## src/rtl/irda_wb_initiator.sv

```systemverilog
// Single-transaction Wishbone initiator for the IrDA register space.
// One classic Wishbone cycle per command, with UART-map narrowing and an ack timeout.
module irda_wb_initiator #(
  parameter int unsigned TIMEOUT = 255
) (
  input  logic        wb_clk_i,
  input  logic        wb_rst_i,
  input  logic        fast_mode,
  input  logic        cmd_valid,
  output logic        cmd_ready,
  input  logic        cmd_we,
  input  logic [3:0]  cmd_addr,
  input  logic [31:0] cmd_dat,
  output logic        rsp_valid,
  input  logic        rsp_ready,
  output logic [31:0] rsp_dat,
  output logic        rsp_err,
  output logic        wb_cyc_o,
  output logic        wb_stb_o,
  output logic        wb_we_o,
  output logic [3:0]  wb_addr_o,
  output logic [31:0] wb_dat_o,
  input  logic [31:0] wb_dat_i,
  input  logic        wb_ack_i
);

  localparam int unsigned CW = (TIMEOUT < 2) ? 1 : $clog2(TIMEOUT + 1);

  typedef enum logic [1:0] {IDLE, BUS, RESP} state_t;

  state_t        state_q, state_d;
  logic [CW-1:0] cnt_q, cnt_d;
  logic          mode_q, mode_d;
  logic          cmd_ready_q, cmd_ready_d;
  logic          rsp_valid_q, rsp_valid_d;
  logic [31:0]   rsp_dat_q, rsp_dat_d;
  logic          rsp_err_q, rsp_err_d;
  logic          bus_q, bus_d;
  logic          we_q, we_d;
  logic [3:0]    addr_q, addr_d;
  logic [31:0]   dat_q, dat_d;
  logic          timeout_hit;

  // This BUS cycle is the TIMEOUT-th one spent waiting.
  assign timeout_hit = (32'(cnt_q) + 32'd1) >= TIMEOUT;

  always_comb begin
    state_d     = state_q;
    cnt_d       = cnt_q;
    mode_d      = mode_q;
    cmd_ready_d = cmd_ready_q;
    rsp_valid_d = rsp_valid_q;
    rsp_dat_d   = rsp_dat_q;
    rsp_err_d   = rsp_err_q;
    bus_d       = bus_q;
    we_d        = we_q;
    addr_d      = addr_q;
    dat_d       = dat_q;

    case (state_q)
      IDLE: begin
        cmd_ready_d = 1'b1;
        if (cmd_valid && cmd_ready_q) begin
          mode_d      = fast_mode;
          we_d        = cmd_we;
          addr_d      = fast_mode ? cmd_addr : {1'b0, cmd_addr[2:0]};
          dat_d       = fast_mode ? cmd_dat : {24'b0, cmd_dat[7:0]};
          bus_d       = 1'b1;
          cmd_ready_d = 1'b0;
          cnt_d       = '0;
          state_d     = BUS;
        end
      end

      BUS: begin
        if (wb_ack_i || timeout_hit) begin
          bus_d       = 1'b0;
          we_d        = 1'b0;
          addr_d      = '0;
          dat_d       = '0;
          rsp_valid_d = 1'b1;
          state_d     = RESP;
          // Ack takes priority over a timeout landing on the same edge.
          if (wb_ack_i) begin
            rsp_err_d = 1'b0;
            if (we_q)        rsp_dat_d = '0;
            else if (mode_q) rsp_dat_d = wb_dat_i;
            else             rsp_dat_d = {24'b0, wb_dat_i[7:0]};
          end else begin
            rsp_err_d = 1'b1;
            rsp_dat_d = '0;
          end
        end else if (cnt_q != {CW{1'b1}}) begin
          cnt_d = cnt_q + CW'(1);
        end
      end

      RESP: begin
        if (rsp_ready) begin
          rsp_valid_d = 1'b0;
          cmd_ready_d = 1'b1;
          state_d     = IDLE;
        end
      end

      default: begin
        state_d = IDLE;
      end
    endcase
  end

  always_ff @(posedge wb_clk_i) begin
    if (wb_rst_i) begin
      state_q     <= IDLE;
      cnt_q       <= '0;
      mode_q      <= 1'b0;
      cmd_ready_q <= 1'b1;
      rsp_valid_q <= 1'b0;
      rsp_dat_q   <= '0;
      rsp_err_q   <= 1'b0;
      bus_q       <= 1'b0;
      we_q        <= 1'b0;
      addr_q      <= '0;
      dat_q       <= '0;
    end else begin
      state_q     <= state_d;
      cnt_q       <= cnt_d;
      mode_q      <= mode_d;
      cmd_ready_q <= cmd_ready_d;
      rsp_valid_q <= rsp_valid_d;
      rsp_dat_q   <= rsp_dat_d;
      rsp_err_q   <= rsp_err_d;
      bus_q       <= bus_d;
      we_q        <= we_d;
      addr_q      <= addr_d;
      dat_q       <= dat_d;
    end
  end

  assign cmd_ready = cmd_ready_q;
  assign rsp_valid = rsp_valid_q;
  assign rsp_dat   = rsp_dat_q;
  assign rsp_err   = rsp_err_q;
  assign wb_cyc_o  = bus_q;
  assign wb_stb_o  = bus_q;
  assign wb_we_o   = we_q;
  assign wb_addr_o = addr_q;
  assign wb_dat_o  = dat_q;

endmodule

```

## config.mk

```make
export PLATFORM = sky130hd
export DESIGN_NAME = irda_wb_initiator
export DESIGN_NICKNAME = d
export VERILOG_FILES = /design/src/rtl/irda_wb_initiator.sv
export SDC_FILE = /design/constraint.sdc
export NUM_CORES = 1
export LEC_CHECK = 0
export BUFFER_PORTS_ARGS = -buffer_cell sky130_fd_sc_hd__buf_2
export CAP_MARGIN = 20
export CORE_ASPECT_RATIO = 2
export CORE_MARGIN = 10
export CORE_UTILIZATION = 47
export CTS_CLUSTER_SIZE = 24
export DETAILED_ROUTE_END_ITERATION = 12
export PLACE_DENSITY = 0.8
export SLEW_MARGIN = 15
export SYNTH_ARGS = -nofsm -noshare
export SYNTH_HDL_FRONTEND = slang
export SYNTH_SLANG_ARGS = --single-unit
```

## constraint.sdc

```tcl
create_clock -name wb_clk_i -period 3.2 [get_ports wb_clk_i]
set_clock_uncertainty 0.2 [all_clocks]
set_input_delay 0.64 -clock wb_clk_i [delete_from_list [all_inputs] [get_ports wb_clk_i]]
set_output_delay 0.64 -clock wb_clk_i [all_outputs]
set_load 0.05 [all_outputs]
```

==> flow_summary.ini, run 1 <==
[global_route]
met3_usage_pct = 6.43
top_usage_layer = met2
grt_pass1_wl_um = 14500
grt_pass1_vias = 3072
gr-usage-all-layers_pct = 16.0
met2_usage_pct = 27.9
antenna_found_initial = 0
use_met1_pct = 15.7
grt_overflow = 0
grt_max_degree = 41

[routing]
drt-total-wl_um = 9020
wire_per_inst_um = 15.9
drtIter0Drc = 100
drtPass1Iterations = 4
remaining_drc_errors = 0
postRouteAntennaNets = 0
num_vias = 2953
vias_per_cell = 5.22

[floorplanning]
die_area_um2 = 10900
die_y_um = 138
io_pins = 149
design.core.area_um2 = 6890
die_w_um = 79.1
initial_core_util_pct = 47.7
rows = 43

[critical_path]
r2r_cells = 7
worstSetupEndpointType = register
rr_startpoint = cnt_q[0]
reg2reg_setup_slack_ns = 0.50
crit_fanout = 37
r2r_end = wb_dat_o[13]
required_ns = 3.21
cp-start-kind = register
critPathArrivalTime_ns = 2.71
critPathKind = register to register

[run]
drv_cap = 0

[min_path]
min_to = rsp_err
hold_path.class = register to register
holdPathStages = 2
hold_start = rsp_err

[yosys]
synth_top_family_by_area = compound AO/OA/AOI/OAI gates
synthAdderAreaFrac_pct = 0.761
synthMuxAreaShare_pct = 11.0
postSynthAreaPerCell_um2 = 10.1
ys_seq_area_share_pct = 51.1
synthesis.area_um2 = 3290
async_flop_share_pct = 0
synth_warnings = 0
synth-edff-count = 0
ys_types = 42
synth-xor-area-share_pct = 0.799
syn-num-nets = 403
synth_seq_cells = 84
synth-simple-area-share_pct = 15.1
synthCells = 326
synth-main-ff-cell = dfxtp_1
synth_compound_area_share_pct = 16.6

[place]
place.gp.congestion = 0.879
io_buffers = 148
dpl.hpwl_um = 7110
post_dp_cell_area_um2 = 4100

[timing]
slew_violations = 0
worst-slew-pin-transition_ns = 0.540
whs_ns = 0.248
hold_viol_final = 0
rsz0062_at_grt = false
slew_headroom_pct = 63.8
max_freq_ghz = 0.371
report.final.setup_viol = 0
fin_crit_ns = 2.70
final.setup.tns_ns = 0
period_share_pct = 84.2

[clock_network]
post_cts_buffers = 0
ctsResizeCount = 0
clock_path_buffers = 2
clock_latency_ns = 0.32
cts_root_buf = clkbuf_16
cts_sinks = 84
cts_tree = yes
htreeDepth = 3
cts_buffers = 9
clk_pin_slew_ns = 0.06
hold_buffers = 0

[power_and_ir_drop]
power_density_nw_per_um2 = 571
ir_drop_v = 0.000329
p_leak_nw = 2.26
finalPower_mw = 2.53

[final_layout]
fin_nets = 548
multi_input_area_um2 = 1480
diodes = 0
fillCellCount = 590
final_cell_area_um2 = 4440
final_cell_mix = buf_2, dfxtp_1, nand2_1
area_growth_pct = 35.1
seqCellArea_um2 = 1680
final_common_cell = buf_2
fin_util_pct = 64.5
drive_above_1_share_pct = 38.7

[outcome]
status = finished clean
[final cells by class]
cell class	instances	area share, %
clock buffers	11	5.46
clock inverters	5	1.69
inverters	7	0.592
multi-input cells	212	33.2
flip-flops and latches	84	37.9
well taps	90	2.54
repair buffers	157	18.6
[logic make-up (layout without fill, tap and decap cells)]
logic type | Yosys count | count (layout)
compound gates | 64 | 64
fa+ha+maj | 2 | 2
flops | 84 | 84
buf+inv | 30 | 180
simple gates | 107 | 107
xor+xnor | 3 | 3
mux | 36 | 36
[metrics by stage]
step | setup WS, ns | std cells
after detailed placement | 0.130 | 549
after global placement | 0.222 | 549
after global routing | 0.399 | 566
final | 0.505 | 566
after floorplan | 0.773 | 326
after CTS | 0.111 | 565
[synthesized netlist by cell type, drive strengths merged, types with 3 or more instances]
cell	n	area share, %
a31o	3	0.80
a22o	37	9.9
and2	5	0.95
nor2	8	0.91
dfxtp	84	51
mux2i	34	10
inv	7	0.80
a21oi	11	1.8
and3	3	0.57
buf	10	2.2
nand2	70	8.0
nor4	4	1.2
nor3	5	0.76
clkbuf	13	1.5
[sequential cells by signal, indices dropped and copies added (netlist names)]
| register | cells |
|---|---|
| wb_cyc_o | 1 |
| rsp_dat | 32 |
| wb_dat_o | 32 |
| cnt_q | 8 |
| mode_q | 1 |
| cmd_ready | 1 |
| state_q | 2 |
| rsp_err | 1 |
| rsp_valid | 1 |
| wb_addr_o | 4 |
| wb_we_o | 1 |
[worst max path at each step]
stage,cells after the start,endpoint,startpoint,slack [ns]
after CTS,7,rsp_dat[29],cnt_q[0],0.11
after global routing,7,wb_dat_o[13],cnt_q[0],0.40
after detailed placement,7,rsp_dat[29],cnt_q[0],0.13
after floorplan,7,rsp_dat[12],wb_rst_i,0.77
final,7,wb_dat_o[13],cnt_q[0],0.50
after global placement,7,rsp_dat[22],cnt_q[0],0.22
[report_power, final]
part / total [mW] / internal, mW / leakage, nW / switching (mW)
clock: 1.07 / 0.700 / 0.159 / 0.374
sequential: 1.10 / 1.08 / 0.682 / 0.0205
combinational: 0.356 / 0.116 / 1.42 / 0.241
total: 2.53 / 1.90 / 2.26 / 0.635
[layer usage]
metal | routed length [um] | vias up
li1 | - | 1440
met1 | 3480 | 1366
met2 | 4540 | 128
met3 | 778 | 19
met4 | 224 | 0
met5 | 0 | -
[worst max-delay path, stage by stage (launching register included)]
cell,delay (ns)
dfxtp_1,0.43
ha_1,0.29
and3_1,0.27
xnor2_1,0.14
nor4_4,0.54
a2111oi_4,0.14
buf_4,0.28
a22o_1,0.28
Power figures use the tool's default switching activity.
==> run 2, diff against run 1 <==
CORE_UTILIZATION = 42   (was 47)
PLACE_DENSITY = 0.76   (was 0.8)
clock period = 2.3 ns   (was 3.2 ns; I/O delays follow)
==> run 2 against run 1 <==
Compared with the run above:
- non-clock buffer count rose by 27
- first-iteration DRC count is 28% lower
- sequential share of layout area shrank 2.4 points
- critical path depth rose by 1
- sequential cell count unchanged
- cell area increased by 7.6%
- global-route usage rose by 0.49 points
- critical path type unchanged
==> flow_summary.ini, run 2 (same netlist as run 1, synthesis figures left out) <==
[outcome]
status = finished clean

[place]
post-place-ws_ns = -0.0875
place.gp.congestion = 0.937
dpl.hpwl_um = 7400
io_buffers = 148
post_dp_cell_area_um2 = 4250

[final_layout]
diodes = 0
fin_nets = 575
final_cell_area_um2 = 4780
final_cell_mix = buf_2, dfxtp_1, nand2_1
multi_input_area_um2 = 1530
fillCellCount = 622
area_growth_pct = 45.3
drive_above_1_share_pct = 44.9
seqCellArea_um2 = 1690
fin_util_pct = 62.9
final_common_cell = buf_2

[critical_path]
cp.depth = 8
critPathKind = register to register
critPathMaxStageDelay_ns = 0.41
crit_buf_inv = 2
crit_fanout = 5
worstSetupEndpointType = register
critPathSlowestCell = a2111oi_4
critPathArrivalTime_ns = 2.36
path_cells = ha_4, a21oi_1, o211a_1, a211o_4, a2111oi_4, buf_6, clkbuf_16, a22o_1
critPathTopFamily = compound AO/OA/AOI/OAI gates
r2r_cells = 8
cp-start-kind = register
required_ns = 2.37

[routing]
postRouteAntennaNets = 0
wire_per_inst_um = 17.1
vias_per_cell = 5.20
num_vias = 3094
drtIter0Drc = 72
drt-total-wl_um = 10100
drtPass1Iterations = 6
remaining_drc_errors = 0

[clock_network]
clk_pin_slew_ns = 0.06
clock_path_buffers = 2
hold_buffers = 0
cts_buffers = 9
clock_latency_ns = 0.33
htreeDepth = 3
cts_sinks = 84
cts_root_buf = clkbuf_16
cts_tree = yes

[global_route]
gr-usage-all-layers_pct = 16.5
grt_overflow = 0
antenna_found_initial = 0
grt_max_degree = 29
grt_pass1_vias = 3210
grt_pass1_wl_um = 15800

[power_and_ir_drop]
p_leak_nw = 2.41
power_density_nw_per_um2 = 735
ir_drop_v = 0.000444

[timing]
max_freq_ghz = 0.436
slew_headroom_pct = 67.9
period_share_pct = 99.8
setup_slack_ns = 0.00425
slew_violations = 0
hold_viol_final = 0
fin_crit_ns = 2.30
whs_ns = 0.138
report.final.setup_viol = 0
worst-slew-pin-transition_ns = 0.481
rsz0062_at_grt = true

[floorplanning]
die_y_um = 145
rows = 45
initial_core_util_pct = 43.3
die_area_um2 = 12000
design.core.area_um2 = 7600
die_w_um = 82.6
io_pins = 149

[min_path]
hold_path.class = input pin to register
holdPathStages = 2

[run]
drv_cap = 0
[run 2: cell types whose count changed in the layout (fill, tap and decap cells not counted), moves of 2 or more]
| cell | before | now |
|---|---|---|
| buf_4 | 8 | 25 |
| dfxtp_1 | 84 | 78 |
| buf_6 | 0 | 5 |
| dfxtp_2 | 0 | 4 |
| buf_12 | 0 | 3 |
| and3_1 | 3 | 1 |
| clkbuf_16 | 9 | 11 |
| clkinv_2 | 3 | 1 |
| dfxtp_4 | 0 | 2 |
| ha_1 | 2 | 0 |
| ha_4 | 0 | 2 |
| inv_4 | 0 | 2 |
| xnor2_1 | 2 | 0 |
| xnor2_2 | 0 | 2 |
[run 2: layout make-up]
cell class | instances | area share (%)
timing repair buffer | 184 | 23.5
tap | 94 | 2.46
inverter | 7 | 0.602
sequential | 84 | 35.5
clock buffer | 10 | 5.00
clock inverter | 4 | 1.05
multi-input combinational | 212 | 31.9
[run 2: where the power goes]
part           switching (mW)  total (mW)  leakage [nW]  internal, mW
registers              0.0321        1.54         0.684          1.51
clock network           0.532        1.39         0.145         0.858
logic                   0.361       0.584          1.58         0.223
[run 2: path summary, 6_finish.rpt]
kind / to / slack [ns] / from
max reg2reg: wb_dat_o[24] / 0.004 / cnt_q[1]
min reg2reg: rsp_dat[12] / 0.26 / rsp_dat[12]
min: wb_addr_o[0] / 0.14 / cmd_addr[0]
max: wb_dat_o[24] / 0.004 / cnt_q[1]
[run 2: stage by stage]
| stage | total power, mW | setup TNS, ns | std cells |
|---|---|---|---|
| final | 3.51 | 0 | 595 |
| after global routing | 3.66 | -0.956 | 595 |
| after CTS | 3.53 | 0 | 589 |
| after detailed placement | 2.09 | -2.83 | 565 |
| after global placement | 2.08 | 0 | 565 |
| after floorplan | 1.91 | 0 | 326 |
[run 2: per-layer routing]
metal	vias up	track usage, %	routed length (um)
met5	-	0	0
met2	140	28.6	5190
met4	0	5.98	140
met3	10	6.98	1090
met1	1453	16.6	3730
li1	1491	-	-
[run 2: repair_timing]
| item | 4_1_cts | 5_1_grt |
|---|---|---|
| setup buffers | 9 | 4 |
| pin swaps | 5 | 10 |
| cloned | 2 | 2 |
| endpoints found under the setup margin | 46 | 51 |
| gates resized for setup | 9 | 10 |
